$ cat src/rtl/alu_arbiter.sv
// alu_arbiter
//   Shares one external combinational ALU between two requesters. Each
//   requester has a valid/ready request channel (a, b, op) and a valid/ready
//   response channel (result, flags {N,Z,C,V}). One operation runs at a
//   time: IDLE (accept) -> EXEC (ALU evaluates latched operands) -> RESP
//   (hold response until taken) -> IDLE.
//
// Ports
//   clk, rst                       clock (rising edge), sync active-high reset
//   req{0,1}_valid/_ready          request handshake
//   req{0,1}_a/_b/_op              request payload (op: 00 ADD 01 SUB 10 AND 11 OR)
//   rsp{0,1}_valid/_ready          response handshake
//   rsp{0,1}_result/_flags         captured ALU result / flags
//   alu_a/_b/_op                   to ALU, always from latched registers
//   alu_result/_flags              from ALU
//   busy                           high whenever not IDLE
//
// Build option
//   ALU_ARB_FIXED_PRIO_EN  defined: requester 0 always wins a tie.
//                          undefined: round-robin on ties.

module alu_arbiter #(
  parameter int unsigned N = 4
) (
  input  logic         clk,
  input  logic         rst,

  input  logic         req0_valid,
  output logic         req0_ready,
  input  logic [N-1:0] req0_a,
  input  logic [N-1:0] req0_b,
  input  logic [1:0]   req0_op,

  input  logic         req1_valid,
  output logic         req1_ready,
  input  logic [N-1:0] req1_a,
  input  logic [N-1:0] req1_b,
  input  logic [1:0]   req1_op,

  output logic         rsp0_valid,
  input  logic         rsp0_ready,
  output logic [N-1:0] rsp0_result,
  output logic [3:0]   rsp0_flags,

  output logic         rsp1_valid,
  input  logic         rsp1_ready,
  output logic [N-1:0] rsp1_result,
  output logic [3:0]   rsp1_flags,

  output logic [N-1:0] alu_a,
  output logic [N-1:0] alu_b,
  output logic [1:0]   alu_op,
  input  logic [N-1:0] alu_result,
  input  logic [3:0]   alu_flags,

  output logic         busy
);

  typedef enum logic [1:0] {
    IDLE = 2'd0,
    EXEC = 2'd1,
    RESP = 2'd2
  } state_e;

  state_e         state_q, state_d;
  logic           last_grant_q, last_grant_d;
  logic           grant_q, grant_d;
  logic [N-1:0]   a_q, a_d;
  logic [N-1:0]   b_q, b_d;
  logic [1:0]     op_q, op_d;

  logic           rsp0_valid_q, rsp0_valid_d;
  logic [N-1:0]   rsp0_result_q, rsp0_result_d;
  logic [3:0]     rsp0_flags_q, rsp0_flags_d;
  logic           rsp1_valid_q, rsp1_valid_d;
  logic [N-1:0]   rsp1_result_q, rsp1_result_d;
  logic [3:0]     rsp1_flags_q, rsp1_flags_d;

  logic           any_valid;
  logic           sel;
  logic           rsp_ready_g;

  // Requester selection; depends only on valids and last_grant so ready
  // never loops back through the payload.
  always_comb begin
    sel = 1'b0;
    if (req0_valid && req1_valid) begin
`ifdef ALU_ARB_FIXED_PRIO_EN
      sel = 1'b0;
`else
      sel = ~last_grant_q;
`endif
    end else if (req1_valid) begin
      sel = 1'b1;
    end
  end

  assign any_valid   = req0_valid | req1_valid;
  assign req0_ready  = (state_q == IDLE) && any_valid && !sel;
  assign req1_ready  = (state_q == IDLE) && any_valid &&  sel;
  assign rsp_ready_g = grant_q ? rsp1_ready : rsp0_ready;

  always_comb begin
    state_d       = state_q;
    last_grant_d  = last_grant_q;
    grant_d       = grant_q;
    a_d           = a_q;
    b_d           = b_q;
    op_d          = op_q;
    rsp0_valid_d  = rsp0_valid_q;
    rsp0_result_d = rsp0_result_q;
    rsp0_flags_d  = rsp0_flags_q;
    rsp1_valid_d  = rsp1_valid_q;
    rsp1_result_d = rsp1_result_q;
    rsp1_flags_d  = rsp1_flags_q;

    unique case (state_q)
      IDLE: begin
        if (any_valid) begin
          grant_d = sel;
          a_d     = sel ? req1_a  : req0_a;
          b_d     = sel ? req1_b  : req0_b;
          op_d    = sel ? req1_op : req0_op;
          state_d = EXEC;
        end
      end
      EXEC: begin
        if (grant_q) begin
          rsp1_result_d = alu_result;
          rsp1_flags_d  = alu_flags;
          rsp1_valid_d  = 1'b1;
        end else begin
          rsp0_result_d = alu_result;
          rsp0_flags_d  = alu_flags;
          rsp0_valid_d  = 1'b1;
        end
        last_grant_d = grant_q;
        state_d      = RESP;
      end
      RESP: begin
        if (rsp_ready_g) begin
          rsp0_valid_d = 1'b0;
          rsp1_valid_d = 1'b0;
          state_d      = IDLE;
        end
      end
      default: state_d = IDLE;
    endcase
  end

  always_ff @(posedge clk) begin
    if (rst) begin
      state_q       <= IDLE;
      last_grant_q  <= 1'b1;
      grant_q       <= 1'b0;
      a_q           <= '0;
      b_q           <= '0;
      op_q          <= '0;
      rsp0_valid_q  <= 1'b0;
      rsp0_result_q <= '0;
      rsp0_flags_q  <= '0;
      rsp1_valid_q  <= 1'b0;
      rsp1_result_q <= '0;
      rsp1_flags_q  <= '0;
    end else begin
      state_q       <= state_d;
      last_grant_q  <= last_grant_d;
      grant_q       <= grant_d;
      a_q           <= a_d;
      b_q           <= b_d;
      op_q          <= op_d;
      rsp0_valid_q  <= rsp0_valid_d;
      rsp0_result_q <= rsp0_result_d;
      rsp0_flags_q  <= rsp0_flags_d;
      rsp1_valid_q  <= rsp1_valid_d;
      rsp1_result_q <= rsp1_result_d;
      rsp1_flags_q  <= rsp1_flags_d;
    end
  end

  assign alu_a       = a_q;
  assign alu_b       = b_q;
  assign alu_op      = op_q;
  assign rsp0_valid  = rsp0_valid_q;
  assign rsp0_result = rsp0_result_q;
  assign rsp0_flags  = rsp0_flags_q;
  assign rsp1_valid  = rsp1_valid_q;
  assign rsp1_result = rsp1_result_q;
  assign rsp1_flags  = rsp1_flags_q;
  assign busy        = (state_q != IDLE);

endmodule
$ cat config.mk
export PLATFORM = sky130hd
export DESIGN_NAME = alu_arbiter
export DESIGN_NICKNAME = d
export VERILOG_FILES = /design/src/rtl/alu_arbiter.sv
export SDC_FILE = /design/constraint.sdc
export NUM_CORES = 1
export LEC_CHECK = 0
export ABC_AREA = 1
export BUFFER_PORTS_ARGS = -buffer_cell sky130_fd_sc_hd__buf_2
export CAP_MARGIN = 30
export CORE_MARGIN = 5
export CORE_UTILIZATION = 45
export DETAILED_ROUTE_END_ITERATION = 16
export PLACE_DENSITY = 0.78
export SLEW_MARGIN = 5
export SYNTH_ARGS = -nofsm -noshare
export SYNTH_HDL_FRONTEND = slang
export SYNTH_SLANG_ARGS = --single-unit
export TNS_END_PERCENT = 100
$ cat constraint.sdc
create_clock -name clk -period 1.29 [get_ports clk]
set_clock_uncertainty 0.15 [all_clocks]
set_input_delay 0.1935 -clock clk [delete_from_list [all_inputs] [get_ports clk]]
set_output_delay 0.1935 -clock clk [all_outputs]
set_load 0.01 [all_outputs]
* Word level (Yosys, flattened, before mapping)
Index checks and enable logic that the tools add are counted.
Word-level totals: memories kept 0, register bits 32, output and inout port bits 31, bits in writable memories 0, bits in read-only memories 0, word-level logic and storage cells 49, bits of input ports 34, bits in latches 0
Cells by class: equality and inequality tests 6, $lt $le $gt $ge 0, div/mod/pow operators 0, shifts and indexed selects 0, $add $sub $neg 0, $mul 0, multiplexer cells 14, bitwise gates (word level) 3, reduce and logical (&&, ||, !) cells 14
Operators by type and width (number):
- $mux 4 | 2
- $ne 2x2->1 const B | 4
- $reduce_and 2->1 | 4
- $mux 1 | 6
- $mux 2 | 3
- $pmux 2 s3 | 1
- $reduce_and 3->1 | 2
- $logic_and 1x1->1 | 4
- $pmux 1 s2 | 2
- $reduce_bool 2->1 | 2
- $eq 2x1->1 const B | 1
- $eq 2x2->1 const B | 1
- $logic_not 2->1 | 1
- $not 1->1 | 2
- $logic_not 1->1 | 1
- $or 1x1->1 | 1

* Longest topological paths before layout
Gate-level depths: netlist (run 1).
word-level depth 4, mapped depth 7, gate-level depth less buffers 7

* Least setup slack after synthesis (run 1)
Ideal clock, no wire load.
path type register -> output, start point reg state_q[0], end point out req0_ready, setup slack -50 ps, required time 947 ps, path buffers 1, arrival time 997 ps, stages on the path, launching flop included 7, cell sequence dfxtp_1 inv_2 nand2_2 nor2_4 clkinv_2 buf_6 a21oi_1
Between the ends: cells in the longest elaborated chain, start to end 3
RTL lines:
- start: declaration | RTL line 65 | state_e state_q, state_d;
- start signal: assignment | RTL line 166 | state_q <= state_d;
- $logic_not 2->1 | RTL line 99 | assign req0_ready = (state_q == IDLE) && any_valid && !sel;
- $logic_and 1x1->1 (2 in a row) | RTL line 99
- end: declaration | RTL line 29 | output logic req0_ready,
No other way between the ends.

* Final worst setup path (run 1)
start point reg state_q[1], end point out req0_ready
Same word-level chain as after synthesis.

==> metrics, run 1 <==
DR vias/cell 5.290; row count 19; Die Height 64.47 um; share of layout cells above drive strength 1 0.4962; Core Region 2805 um2; FMAX 636.0 MHz; Final WS setup -0.2823 ns; post-synthesis sequential area ratio 0.4799; Worst setup SP type flop; setup violators final 28; mux cell area share after synthesis 0; cell taking the most area after synthesis dfxtp_1; Static Leak 1.016 nW; # diodes 0; XOR/XNOR share of the synthesized area 0; Post-Syn Area 1335 um2; Setup TNS -1.216 ns; HP Start req1_a[0]; simple-gate share of the synthesized area 0.2427; maximum VDD drop 0.001046 V; routing usage on met2 0.3286; Slowest-stage cell, CP dfxtp_2; CTS tree done; gr ovfl total 0; initial core utilization 0.4759; met1 GRT Util 0.2304; PwrDens 1205 nW/um2; PortBufs 64; Top Usage Layer GRT met2; Slew Viols, Final 0; Finished Layout Cells 297; Synth top area share 0.4799; leading cell type in the layout, fill and taps excluded buf_2; CP startpoint state_q[1]; crit end category output port; CTS H-tree lvls 2; initial antenna violation count 0; Routed WL 4665 um; # placed instances 268; period utilisation layout 1.219; synth top area cells dfxtp_1, nand2_1, a21oi_1; width of the die 64.47 um; Slew headroom 0.8168; Clock Latency Late Sink 0.33 ns; CP required 0.95 ns; DRC Markers 0; routed vias 1,571; Synth warnings 0; GR Util All Layers 0.1969; Mean Syn Cell Area 7.673 um2; Root Buffer clkbuf_4; WP buf/inv 3; Least-Margin Pin Slew 0.2748 ns; max_cap viols 0; status finished, violations left; DR WL/cell 15.71 um; largest net degree at the start of global routing 21; Critical Path Fanout Max 2; Initial DRC Count 180; commonest cells after routing, fill and taps aside buf_2, nand2_1, dfxtp_1; die area 4156 um2; Worst EP arrival 1.23 ns; Gate Count Post-Synth 174; DP Worst Slack 0.03659 ns; crit-path cells inv_2 > nand2_4 > nor2_4 > clkinv_4 > a21oi_2 > buf_2; crit-path max cell delay 0.34 ns; failing checks setup timing; routability cong. 0.7466; crit path time final 1.572 ns; final hold violation count 0; placed wire-length estimate 2574 um; Synth Area in Compound Gates 0.1762; delay-heaviest family, CP flip-flops; Post-Synth Adder-Cell Area 0; largest family of logic cells by synthesized area simple AND/OR/NAND/NOR gates; Area Growth Syn to Fin 65.98%; I/O pins 65; Worst-path clk slew 0.11 ns; first-pass GRT wire length 6444 um; CTS Buf Count 5; worst reg2reg startpoint state_q[1]; unrepaired setup endpoints after global routing true; DRT Pass-1 Iters 4; Seq cells post-synth 32; Nets 299; buffers from clock root to sink, at most 2; Hold WC Path Type input port to flop; net count after synthesis 208; post-route ant nets 0; vias in the first global route 1,439; Netlist cell types 16; Global Route met3 Usage 0.05354; total clock sinks 32; WS Path Type flop to output port
[cell type report]
cell class                      instances  area (um2)
Inverter                               16       77.57
Clock buffer                            7       65.06
Sequential cell                        32       646.9
Timing Repair Buffer                   91       613.1
Fill cell                             189       589.3
Timing Repair inverter                  1       8.758
Multi-Input combinational cell        118       735.7
Tap cell                               31       38.79
Clock inverter                          1       30.03
[path summary, 6_finish.rpt]
check / endpoint / slack, ns / cells after the start
max: req0_ready / -0.28 / 6
min: alu_a[0] / 0.01 / 3
max reg2reg: rsp1_flags[1] / -0.09 / 7
min reg2reg: alu_op[1] / 0.31 / 2
[state kept, by name, indices dropped and copies added, names as in the netlist]
register and count:
rsp0_flags 4, rsp0_result 4, rsp0_valid 1, rsp1_valid 1, rsp1_result 4, state_q 2, alu_op 2, alu_a 4
last_grant_q 1, rsp1_flags 4, alu_b 4, grant_q 1
[kinds of logic (layout without fill, tap and decap cells)]
| logic type | count (synthesis) | after routing |
|---|---|---|
| AO/OA/AOI/OAI | 42 | 42 |
| buffers and inverters | 26 | 116 |
| flip-flops | 32 | 32 |
| AND/OR/NAND/NOR | 74 | 76 |
[through the flow]
| step | cell area (um2) | utilization | hold slack, ns | total power, mW |
|---|---|---|---|---|
| finish | 2216 | 0.7899 | 0.009664 | 2.671 |
| global route | 2216 | 0.7899 | 0.01887 | 2.796 |
| CTS | 1984 | 0.7074 | 0.01290 | 2.527 |
| detailed placement | 1719 | 0.6128 | 0.2997 | 1.598 |
| global placement | 1719 | 0.6128 | 0.2960 | 1.589 |
| floorplan | 1339 | - | 0.1126 | 1.408 |
[timing repair]
| action | in CTS | in global routing |
|---|---|---|
| cloned | 0 | 4 |
| hold buffers | 8 | 0 |
| endpoints found under the setup margin | 3 | 32 |
| setup buffers | 5 | 7 |
| gates resized for setup | 13 | 34 |
| pin swaps | 4 | 13 |
| endpoints found under the hold margin | 13 | 0 |
[worst register-to-register path: cells and delay by family, from the launching register on]
kind / cells / cell delay (ns)
buf+inv: 4 / 0.48
compound gates: 1 / 0.16
flops: 1 / 0.34
simple gates: 2 / 0.20
[cells in the mapped netlist]
cell,number
nand2_1,46
a21oi_1,32
dfxtp_1,32
nand3_1,19
inv_1,11
o211ai_1,10
buf_6,4
nor2_1,4
buf_2,3
clkbuf_1,3
inv_2,3
nand2_2,3
clkinv_2,1
inv_4,1
nand2_4,1
nor2_4,1
[where the power goes]
group          internal, mW  leakage, nW  switching (mW)
clock network         0.515       0.0515           0.351
registers              1.06        0.263          0.0390
logic                 0.322        0.701           0.385
[layer usage]
metal | share of wire | vias to the layer above
met5 | 0 | -
met4 | 0.031 | 0
met3 | 0.056 | 15
met2 | 0.51 | 67
met1 | 0.40 | 730
li1 | - | 759
Note: power is estimated with default switching activity, not from simulation.
==> inputs of run 2 (changes only) <==
==> constraint.sdc (replaced) <==
create_clock -name clk -period 1.29 [get_ports clk]
set_clock_uncertainty 0.15 [all_clocks]
set_input_delay 0.258 -clock clk [delete_from_list [all_inputs] [get_ports clk]]
set_output_delay 0.258 -clock clk [all_outputs]
set_load 0.01 [all_outputs]
==> run 2 against run 1 <==
  * The run still ends with setup timing left
  * Critical endpoint unchanged
  * Power down 11%
  * Worst setup slack got worse by 0.018 ns
  * Combinational power down 2%
  * Largest cell class unchanged
  * Non-clock buffer count down 5
  * Flip-flop and latch count stayed put
  * Via count down 7.1%
==> metrics, run 2 (synthesis results as in run 1) <==
Nets 294 (-1.7%); die area 4156 um2 (unchanged); Worst EP arrival 1.18 ns (-0.05 ns); Clock Latency Late Sink 0.32 ns (about the same); routability cong. 0.7856 (+5.2%); routed vias 1,459 (-7.1%); # diodes 0 (unchanged); setup violators final 17 (-39%); DR vias/cell 4.997 (-5.5%); placed wire-length estimate 2485 um (-3.5%); Slew headroom 0.8398 (+0.02302); Root Buffer clkbuf_4; initial antenna violation count 0 (unchanged); Core Region 2805 um2 (unchanged); number of fill cells 212 (+12%); CP required 0.88 ns (-0.07 ns); crit path time final 1.590 ns (+0.01759 ns); share of layout cells above drive strength 1 0.4713 (-0.02498); row count 19 (unchanged); width of the die 64.47 um (unchanged); Initial DRC Count 67 (-63%); buffers from clock root to sink, at most 2 (unchanged); worst hold endpoint rsp1_flags[0]; PortBufs 64 (unchanged); Worst-path clk slew 0.10 ns (about the same); unrepaired setup endpoints after global routing true; Least-Margin Pin Slew 0.2402 ns (-0.03452 ns); HP Start alu_flags[0]; WS Path Type flop to output port; post-route ant nets 0 (unchanged); PwrDens 1126 nW/um2 (-6.6%); largest net degree at the start of global routing 21 (unchanged); r2r setup slk -0.03 ns (+0.06 ns); Worst setup SP type flop; CTS tree done; first-pass GRT wire length 5506 um (-15%); Critical Path Fanout Max 2 (unchanged); Area Growth Syn to Fin 58.48%; Tot Pwr 2.382 mW (-11%); Reg area 648.1 um2 (+0.19%); Static Leak 0.9831 nW (-3.2%); Hold Path Stages 3 (unchanged); maximum VDD drop 0.0006741 V (-36%); Routed WL 3810 um (-18%); Slew Viols, Final 0 (unchanged); CTS Buf Count 5 (unchanged); vias in the first global route 1,291 (-10%); R2R Path End rsp1_valid; GR Util All Layers 0.1648 (-0.03215); failing checks setup timing; total clock sinks 32 (unchanged); multi-input logic area 704.4 um2 (-4.3%); crit end category output port; leading cell type in the layout, fill and taps excluded buf_2; CTS H-tree lvls 2 (unchanged); gr ovfl total 0 (unchanged); I/O pins 65 (unchanged); worst reg2reg startpoint state_q[1]; R2R depth 8 (+1); status finished, violations left; Setup TNS -0.9096 ns (+0.3061 ns); CP startpoint last_grant_q; commonest cells after routing, fill and taps aside buf_2, nand2_1, dfxtp_1; DRT Pass-1 Iters 4 (unchanged); period utilisation layout 1.232 (+0.01363); FMAX 629.0 MHz (-1.1%); max_cap viols 0 (unchanged); DRC Markers 0 (unchanged); Hold WC Path Type input port to flop; Final WS setup -0.2999 ns (-0.01759 ns); Die Height 64.47 um (unchanged); final hold violation count 0 (unchanged); initial core utilization 0.4759 (unchanged); DR WL/cell 13.05 um (-17%)
run 2: cell count changes in the layout (fill, tap and decap cells not counted), moves of 2 or more:
cell	change
nand3_2	-4
clkbuf_1	+2
inv_4	+2
dlygate4sd3_1	-8
a21oi_2	-9
nand3_1	+4
a21oi_1	+8
buf_4	+3
run 2: worst max-delay path: stages (launching register included):
cell	delay, ns
dfxtp_1	0.36
nand2_1	0.10
buf_4	0.15
a21oi_4	0.13
buf_6	0.11
run 2: cell type report:
class / instances / share of cell area
Multi-Input combinational cell: 118 / 0.3329
Sequential cell: 32 / 0.3063
Clock buffer: 8 / 0.02779
Inverter: 16 / 0.03666
Timing Repair Buffer: 86 / 0.2738
Timing Repair inverter: 1 / 0.004140
Tap cell: 31 / 0.01833
run 2: metal layers:
metal | vias to the layer above | part of all wire | GRT usage
met5 | - | 0 | 0
met4 | 0 | 0.011 | 0.05541
met3 | 7 | 0.057 | 0.06390
met2 | 36 | 0.50 | 0.2732
met1 | 668 | 0.43 | 0.1957
li1 | 748 | - | -
run 2: repair_timing:
| action | in CTS | in global routing |
|---|---|---|
| setup buffers | 5 | 9 |
| pin swaps | 13 | 8 |
| gates cloned | 0 | 5 |
| setup endpoints to repair | 3 | 36 |
| hold buffers | 0 | 0 |
| hold endpoints to repair | 0 | 0 |
| resized for setup | 10 | 28 |
run 2: worst max path at each step:
stage / endpoint / slack, ns
floorplan: req0_ready / -0.03
global placement: req0_ready / 0.01
detailed placement: req0_ready / -0.008
CTS: req0_ready / -0.30
global route: req0_ready / -0.39
finish: req0_ready / -0.30
run 2: report_power, final:
part / internal [mW] / switching (mW) / total, mW
Sequential: 1.06 / 0.0422 / 1.10
Clock: 0.269 / 0.317 / 0.585
Combinational: 0.333 / 0.361 / 0.694
Total: 1.66 / 0.720 / 2.38
run 2: through the flow:
step,hold WS [ns],setup slack [ns],std cells,cell area [um2],utilization
2_1_floorplan,0.1771,-0.03498,174,1351,-
3_3_place_gp,0.2947,0.01413,270,1747,0.6227
3_5_place_dp,0.2993,-0.007767,270,1747,0.6227
4_1_cts,0.03732,-0.2964,283,1881,0.6704
5_1_grt,0.02597,-0.3876,292,2116,0.7542
6_report,0.04704,-0.2999,292,2116,0.7542
